**src/rtl/serial_adder_ctrl.sv**
```systemverilog
// Bit-serial adder: a+b+cin computed LSB-first through one fulladder cell.
// Ports: clk, rst (sync, active-high), start, a, b, cin -> busy, done, sum, cout.
//
// fulladder
//   x, y, cin : input bits
//   s, cout   : sum bit and carry out
//
// serial_adder_ctrl
//   clk   : rising-edge clock
//   rst   : synchronous reset, active-high; aborts any operation in flight
//   start : request, honoured only in IDLE
//   a, b  : WIDTH-bit operands, captured when start is accepted
//   cin   : carry-in, captured when start is accepted
//   busy  : high while bits are being shifted through the adder
//   done  : one-cycle pulse when sum/cout take a new result
//   sum   : a+b+cin mod 2^WIDTH, held until the next result
//   cout  : carry out of the top bit, held with sum

module fulladder (
    input  logic x,
    input  logic y,
    input  logic cin,
    output logic cout,
    output logic s
);

    assign s    = x ^ y ^ cin;
    assign cout = (x & y) | (cin & (x ^ y));

endmodule

module serial_adder_ctrl #(
    parameter int WIDTH = 4
) (
    input  logic             clk,
    input  logic             rst,
    input  logic             start,
    input  logic [WIDTH-1:0] a,
    input  logic [WIDTH-1:0] b,
    input  logic             cin,
    output logic             busy,
    output logic             done,
    output logic [WIDTH-1:0] sum,
    output logic             cout
);

    localparam int CW = ($clog2(WIDTH + 1) < 1) ? 1 : $clog2(WIDTH + 1);

    typedef enum logic [1:0] {
        IDLE = 2'd0,
        RUN  = 2'd1,
        DONE = 2'd2
    } state_t;

    state_t           state;
    logic [WIDTH-1:0] a_sr;
    logic [WIDTH-1:0] b_sr;
    logic [WIDTH-1:0] acc_sr;
    logic             c_q;
    logic [CW-1:0]    cnt;

    logic             fa_s;
    logic             fa_cout;
    logic [WIDTH-1:0] acc_next;
    logic             last_bit;

    fulladder u_fa (
        .x    (a_sr[0]),
        .y    (b_sr[0]),
        .cin  (c_q),
        .cout (fa_cout),
        .s    (fa_s)
    );

    // New sum bit enters at the top so that after WIDTH shifts
    // bit 0 of the result sits at acc_sr[0]. Written this way
    // so WIDTH=1 needs no empty slice.
    always_comb begin
        acc_next            = acc_sr >> 1;
        acc_next[WIDTH-1]   = fa_s;
    end

    assign last_bit = (cnt == CW'(WIDTH - 1));

    always_ff @(posedge clk) begin
        if (rst) begin
            state  <= IDLE;
            a_sr   <= '0;
            b_sr   <= '0;
            acc_sr <= '0;
            c_q    <= 1'b0;
            cnt    <= '0;
            busy   <= 1'b0;
            done   <= 1'b0;
            sum    <= '0;
            cout   <= 1'b0;
        end else begin
            unique case (state)
                IDLE: begin
                    done <= 1'b0;
                    if (start) begin
                        a_sr   <= a;
                        b_sr   <= b;
                        c_q    <= cin;
                        cnt    <= '0;
                        acc_sr <= '0;
                        busy   <= 1'b1;
                        state  <= RUN;
                    end
                end
                RUN: begin
                    acc_sr <= acc_next;
                    a_sr   <= a_sr >> 1;
                    b_sr   <= b_sr >> 1;
                    c_q    <= fa_cout;
                    cnt    <= cnt + CW'(1);
                    if (last_bit) begin
                        // Result is published only once complete.
                        sum   <= acc_next;
                        cout  <= fa_cout;
                        busy  <= 1'b0;
                        done  <= 1'b1;
                        state <= DONE;
                    end
                end
                DONE: begin
                    done  <= 1'b0;
                    state <= IDLE;
                end
                default: begin
                    busy  <= 1'b0;
                    done  <= 1'b0;
                    state <= IDLE;
                end
            endcase
        end
    end

endmodule

```
**config.mk**
```make
export PLATFORM = sky130hd
export DESIGN_NAME = serial_adder_ctrl
export DESIGN_NICKNAME = d
export VERILOG_FILES = /design/src/rtl/serial_adder_ctrl.sv
export SDC_FILE = /design/constraint.sdc
export NUM_CORES = 1
export LEC_CHECK = 0
export BUFFER_PORTS_ARGS = -buffer_cell sky130_fd_sc_hd__buf_2
export CORE_ASPECT_RATIO = 1.75
export CORE_MARGIN = 2
export CORE_UTILIZATION = 40
export CTS_CLUSTER_SIZE = 25
export DETAILED_ROUTE_END_ITERATION = 7
export PLACE_DENSITY_LB_ADDON = 0.25
export SYNTH_ARGS = -nofsm -noshare
export SYNTH_HDL_FRONTEND = slang
export SYNTH_SLANG_ARGS = --single-unit
```
**constraint.sdc**
```tcl
create_clock -name clk -period 1.5 [get_ports clk]
set_clock_uncertainty 0.15 [all_clocks]
set_input_delay 0.225 -clock clk [delete_from_list [all_inputs] [get_ports clk]]
set_output_delay 0.225 -clock clk [all_outputs]
set_load 0.02 [all_outputs]
```
-- Word level (Yosys, flattened, before mapping)
Cells that the tools add are included.
- input port bits: 12
- output and inout bits: 7
- bits in registers: 25
- word-level logic and storage cells: 46
- bitwise gates (word level): 7
- add/subtract/negate cells: 1
- multiplexer cells: 16
- reductions and logical operators: 7
- eq/ne operators: 5
- operators with widths (operator ; count):
    case mux 4 bit (2 select lines) ; 3
    2-to-1 mux 4 bit ; 3
    case mux 3 bit (2 select lines) ; 1
    AND reduction 2 bit ; 3
    2-to-1 mux 2 bit ; 2
    != test 2 bit (second input constant) ; 2
    case mux 2 bit (2 select lines) ; 1
    adder 3 x 1 -> 3 bit (second input constant) ; 1
    == test 3 x 2 -> 1 bit (second input constant) ; 1
    2-to-1 mux 1 bit ; 3
    2-to-1 mux 3 bit ; 1
    case mux 1 bit (3 select lines) ; 1
    AND reduction 3 bit ; 1
    AND 1 bit ; 2
    == test 2 x 1 -> 1 bit (second input constant) ; 1
    == test 2 bit (second input constant) ; 1
    zero test 2 bit ; 1
    inverter 1 bit ; 2
    case mux 1 bit (2 select lines) ; 1
    nonzero test 2 bit ; 1
    OR reduction 2 bit ; 1
    bitwise XOR 1 bit ; 2
    OR 1 bit ; 1

-- Longest topological paths before layout
- depth in word-level cells: 4
- mapped depth: 6
- depth with buffers taken out: 5

-- Cells and area by module
A second synthesis with hierarchy kept.
- cell total of the unflattened synthesis: 101
- area total of the unflattened synthesis: 1013.5 um2
- by module, submodules not included (module ; seq. area each (um2) ; cells each ; instances ; area an instance (um2)):
    serial_adder_ctrl ; 480.5 ; 100 ; 1 ; 993.5
    fulladder ; 0.0 ; 1 ; 1 ; 20.0

-- Worst setup path after synthesis
OpenSTA, ideal clock, no wires.
- path type: register -> register
- start point: reg cnt[0]
- end point: reg cout
- cell stages (with the launch flop): 7
- data required time: 1.218 ns
- library setup time: 0.132 ns
- buffers on the path: 1
- path slack: 0.064 ns
- arrival time: 1.154 ns
- clock period less this slack: 1.436 ns
- path through: dfxtp_1 -> ha_1 -> ha_1 -> clkbuf_1 -> nand3b_1 -> nand2_1 -> a21oi_1
- word-level cells in the longest chain between the ends: 2
- ends and longest elaborated chain (element ; RTL line ; text):
    start, declared ; 60 ; logic [CW-1:0] cnt;
    start signal, assigned ; 116 ; cnt <= cnt + CW'(1);
    == test 3 x 2 -> 1 bit ; 83 ; assign last_bit = (cnt == CW'(WIDTH - 1));
    AND reduction 2 bit (no source line) ; -- ;
    end signal, assigned ; 120 ; cout <= fa_cout;
    end, declared ; 44 ; output logic cout
Every way passes these cells.
A chain may end at the register's enable or synchronous reset.

-- Worst setup path after layout
- start point: reg cnt[0]
- end point: reg sum[3]
- word-level cells in the longest chain between the ends: 2
- ends and longest elaborated chain (element ; RTL line ; text):
    == test 3 x 2 -> 1 bit ; 83 ;
    AND reduction 2 bit (no source line) ; -- ;
    end signal, assigned ; 119 ; sum <= acc_next;
    end, declared ; 43 ; output logic [WIDTH-1:0] sum,
Every way passes these cells.

==> out/qor.yml <==
power_and_ir_drop:
  switching_share_pct: 22.3
  cellPowerDensity_nw_per_um2: 1080
  clockPowerShare_pct: 33.9
  switchingPower_uw: 275
  p_leak_uw: 0.000482
  peakVddDrop_mv: 0.950
  power.internal_uw: 957
  fin_total_pwr_uw: 1230
  p_comb_share_pct: 10.4
  power_frac_seq_pct: 55.7
hold_path:
  min_to: "a_sr[3]"
  hp-start: "a[3]"
  hold_depth: 3
  min_path_type: "input port to flop"
cells_and_area:
  fillers: 238
  antenna_cells: 0
  area_growth_pct: 15.7
  layout.nets: 135
  finalNonFillerCells: 144
  drive_above_1_share_pct: 22.7
  fin_area_sq_um: 1140
grt:
  grt_max_degree: 25
  grt-ovfl-total: 0
  grt_usage_pct: 14.5
  antenna_found_initial: 0
  grt_first_pass_wirelength_microns: 3390
  grt_pass1_vias: 814
floorplanning:
  rows: 23
  ios: 19
  dieWidth_microns: 41.6
  die_area_sq_um: 2900
  start_util_pct: 42.9
  core_sq_um: 2300
  die_h_microns: 69.7
logic_synthesis:
  synth_seq_area_share_pct: 48.7
  synth.distinct_cells: 24
  synth_nets: 118
  synth-seq-cells: 24
  synth_edf_count: 0
  async_reset_ff_share_pct: 0
  syn_area_per_cell_sq_um: 9.58
  synthCells: 103
  ys_warn_count: 0
  synth-main-ff-cell: "dfxtp_1"
  synth_area_sq_um: 987
clock_tree:
  clockBufferDepth: 2
  cts_tree: "done"
  clkSinkCount: 24
  cts_max_level: 1
  cts-root-buf: "clkbuf_8"
  cts_buffers: 3
  cts_hold_buf: 0
  clk_pin_slew_ps: 80
  clock_latency_ps: 250
worst_setup_path:
  end_kind: "flop"
  worst_path_max_delay_cell: "dfxtp_1"
  start_kind: "flop"
  critPathMaxFanout: 5
  reg2reg_depth: 5
  max_stage_delay_ps: 370
  r2r_end: "sum[3]"
  critPathKind: "flop to flop"
  arrival_ps: 1360
  crit_chain: "ha_1 -> ha_2 -> nand3b_1 -> nand2_1 -> a21oi_1"
  r2r-start: "cnt[0]"
  cp.required_ps: 1480
  reg2reg_slack_ps: 120
timing:
  final_hold_viol_count: 0
  min_period_ps: 1380
  finalSetupTns_ps: 0
  setup_viol: 0
  fmax_ghz: 0.725
  drv_slew: 0
  slew_headroom_pct: 72.1
  period_share_pct: 91.9
  worst_slew_pin_slew_ps: 418
  grt_setup_unrepaired: "no"
drt:
  viasPerCell: 5.29
  drtIter0Drc: 21
  dr.pass1.iters: 4
  ant_nets: 0
  wire_per_inst_microns: 13.0
  routed_wl_microns: 1870
  drc: 0
  via_count: 762
placement:
  place_hpwl_microns: 1420
  gp_congestion: 0.752
  place_inst: 140
  numPortBuffers: 18
  place_area_sq_um: 1080
flow_run:
  cap_violations: 0
status:
  status: "complete, no violations"
## through the flow
stage               utilization [%]  hold WS [ps]  setup WS, ps
floorplan                         -           148          63.6
CTS                            49.5          65.4          73.7
detailed placement             47.1           296          87.3
global placement               47.1           291           136
global route                   49.6          80.2          4.62
finish                         49.6          63.8           122
## sequential cells by signal, indices dropped and copies added (netlist names)
name,cells
sum,4
b_sr,4
cout,1
c_q,1
cnt,3
done,1
a_sr,4
state,2
acc_sr,3
busy,1
## per-layer routing
layer | GRT usage (%) | part of all wire, %
met5 | 0 | 0
met4 | 4.66 | 0.96
met3 | 2.34 | 2.0
met2 | 27.3 | 55
met1 | 15.8 | 42
## worst max-delay path: cells and delay by family (launching register included)
family	cells	cell delay, ps
compound gates	1	60
fa+ha+maj	2	370
flops	1	370
simple gates	2	300
## worst max path at each step
stage | startpoint | end | slack (ps) | cells after the start
finish | cnt[0] | sum[3] | 120 | 5
global placement | cnt[0] | sum[1] | 140 | 5
detailed placement | cnt[0] | cout | 90 | 5
CTS | cnt[0] | cout | 70 | 5
global route | cnt[0] | sum[2] | 5 | 5
floorplan | cnt[0] | cout | 60 | 6
## kinds of logic (layout without fill, tap and decap cells)
family                   after synthesis  in the layout  share of synthesized area (%)
AND/OR/NAND/NOR                       35             35                           16.2
flip-flops                            24             24                           48.7
AO/OA/AOI/OAI                         22             22                           15.5
adder cells (fa/ha/maj)                3              3                           4.56
buffers and inverters                 10             26                           5.96
multiplexers                           9              9                           9.13
## placed cells by master (no fill, tap or decap)
master	instances
dfxtp_1	24
buf_2	18
nor2_1	17
mux2i_1	9
a211oi_1	7
a21oi_1	6
a22oi_1	6
nand3_1	5
nand2_1	5
clkbuf_8	4
nor3_1	3
inv_1	2
nand2b_2	1
nand2b_1	1
o21bai_2	1
a2bb2oi_1	1
and2b_1	1
nand3b_1	1
nor3b_1	1
o21ai_0	1
fa_1	1
ha_1	1
ha_2	1
buf_4	1
buf_12	1
## power groups by stage
stage	combinational [uW]	sequential [uW]	clock, uW
after global placement	125	700	0
after CTS	130	687	438
after global routing	144	691	461
after floorplan	98.8	696	0
final	128	686	418
after detailed placement	129	702	0
## repair_timing
action	CTS	global route
buffers inserted	0	0
endpoints found under the setup margin	0	5
gates resized for setup	0	1
## area by class of cell
class	count	area [sq um]	share of cell area, %
Tap cell	25	31.3	2.74
Clock buffer	4	55.1	4.82
Timing Repair Buffer	20	118	10.3
Sequential cell	24	480	42.1
Inverter	2	7.51	0.657
Multi-Input combinational cell	69	450	39.4
## synth_stat cells, types with 2 or more instances
| cell | n | share of area, % |
|---|---|---|
| nand3_1 | 5 | 2.5 |
| buf_6 | 2 | 2.3 |
| a22oi_1 | 6 | 4.6 |
| inv_1 | 2 | 0.76 |
| nor2_1 | 17 | 6.5 |
| clkbuf_1 | 3 | 1.1 |
| dfxtp_1 | 24 | 49 |
| ha_1 | 2 | 2.5 |
| a211oi_1 | 7 | 5.3 |
| mux2i_1 | 9 | 9.1 |
| nor3_1 | 3 | 1.5 |
| buf_2 | 2 | 1.0 |
| a21oi_1 | 6 | 3.0 |
| nand2_1 | 5 | 1.9 |
Note: power is estimated with default switching activity, not from simulation.
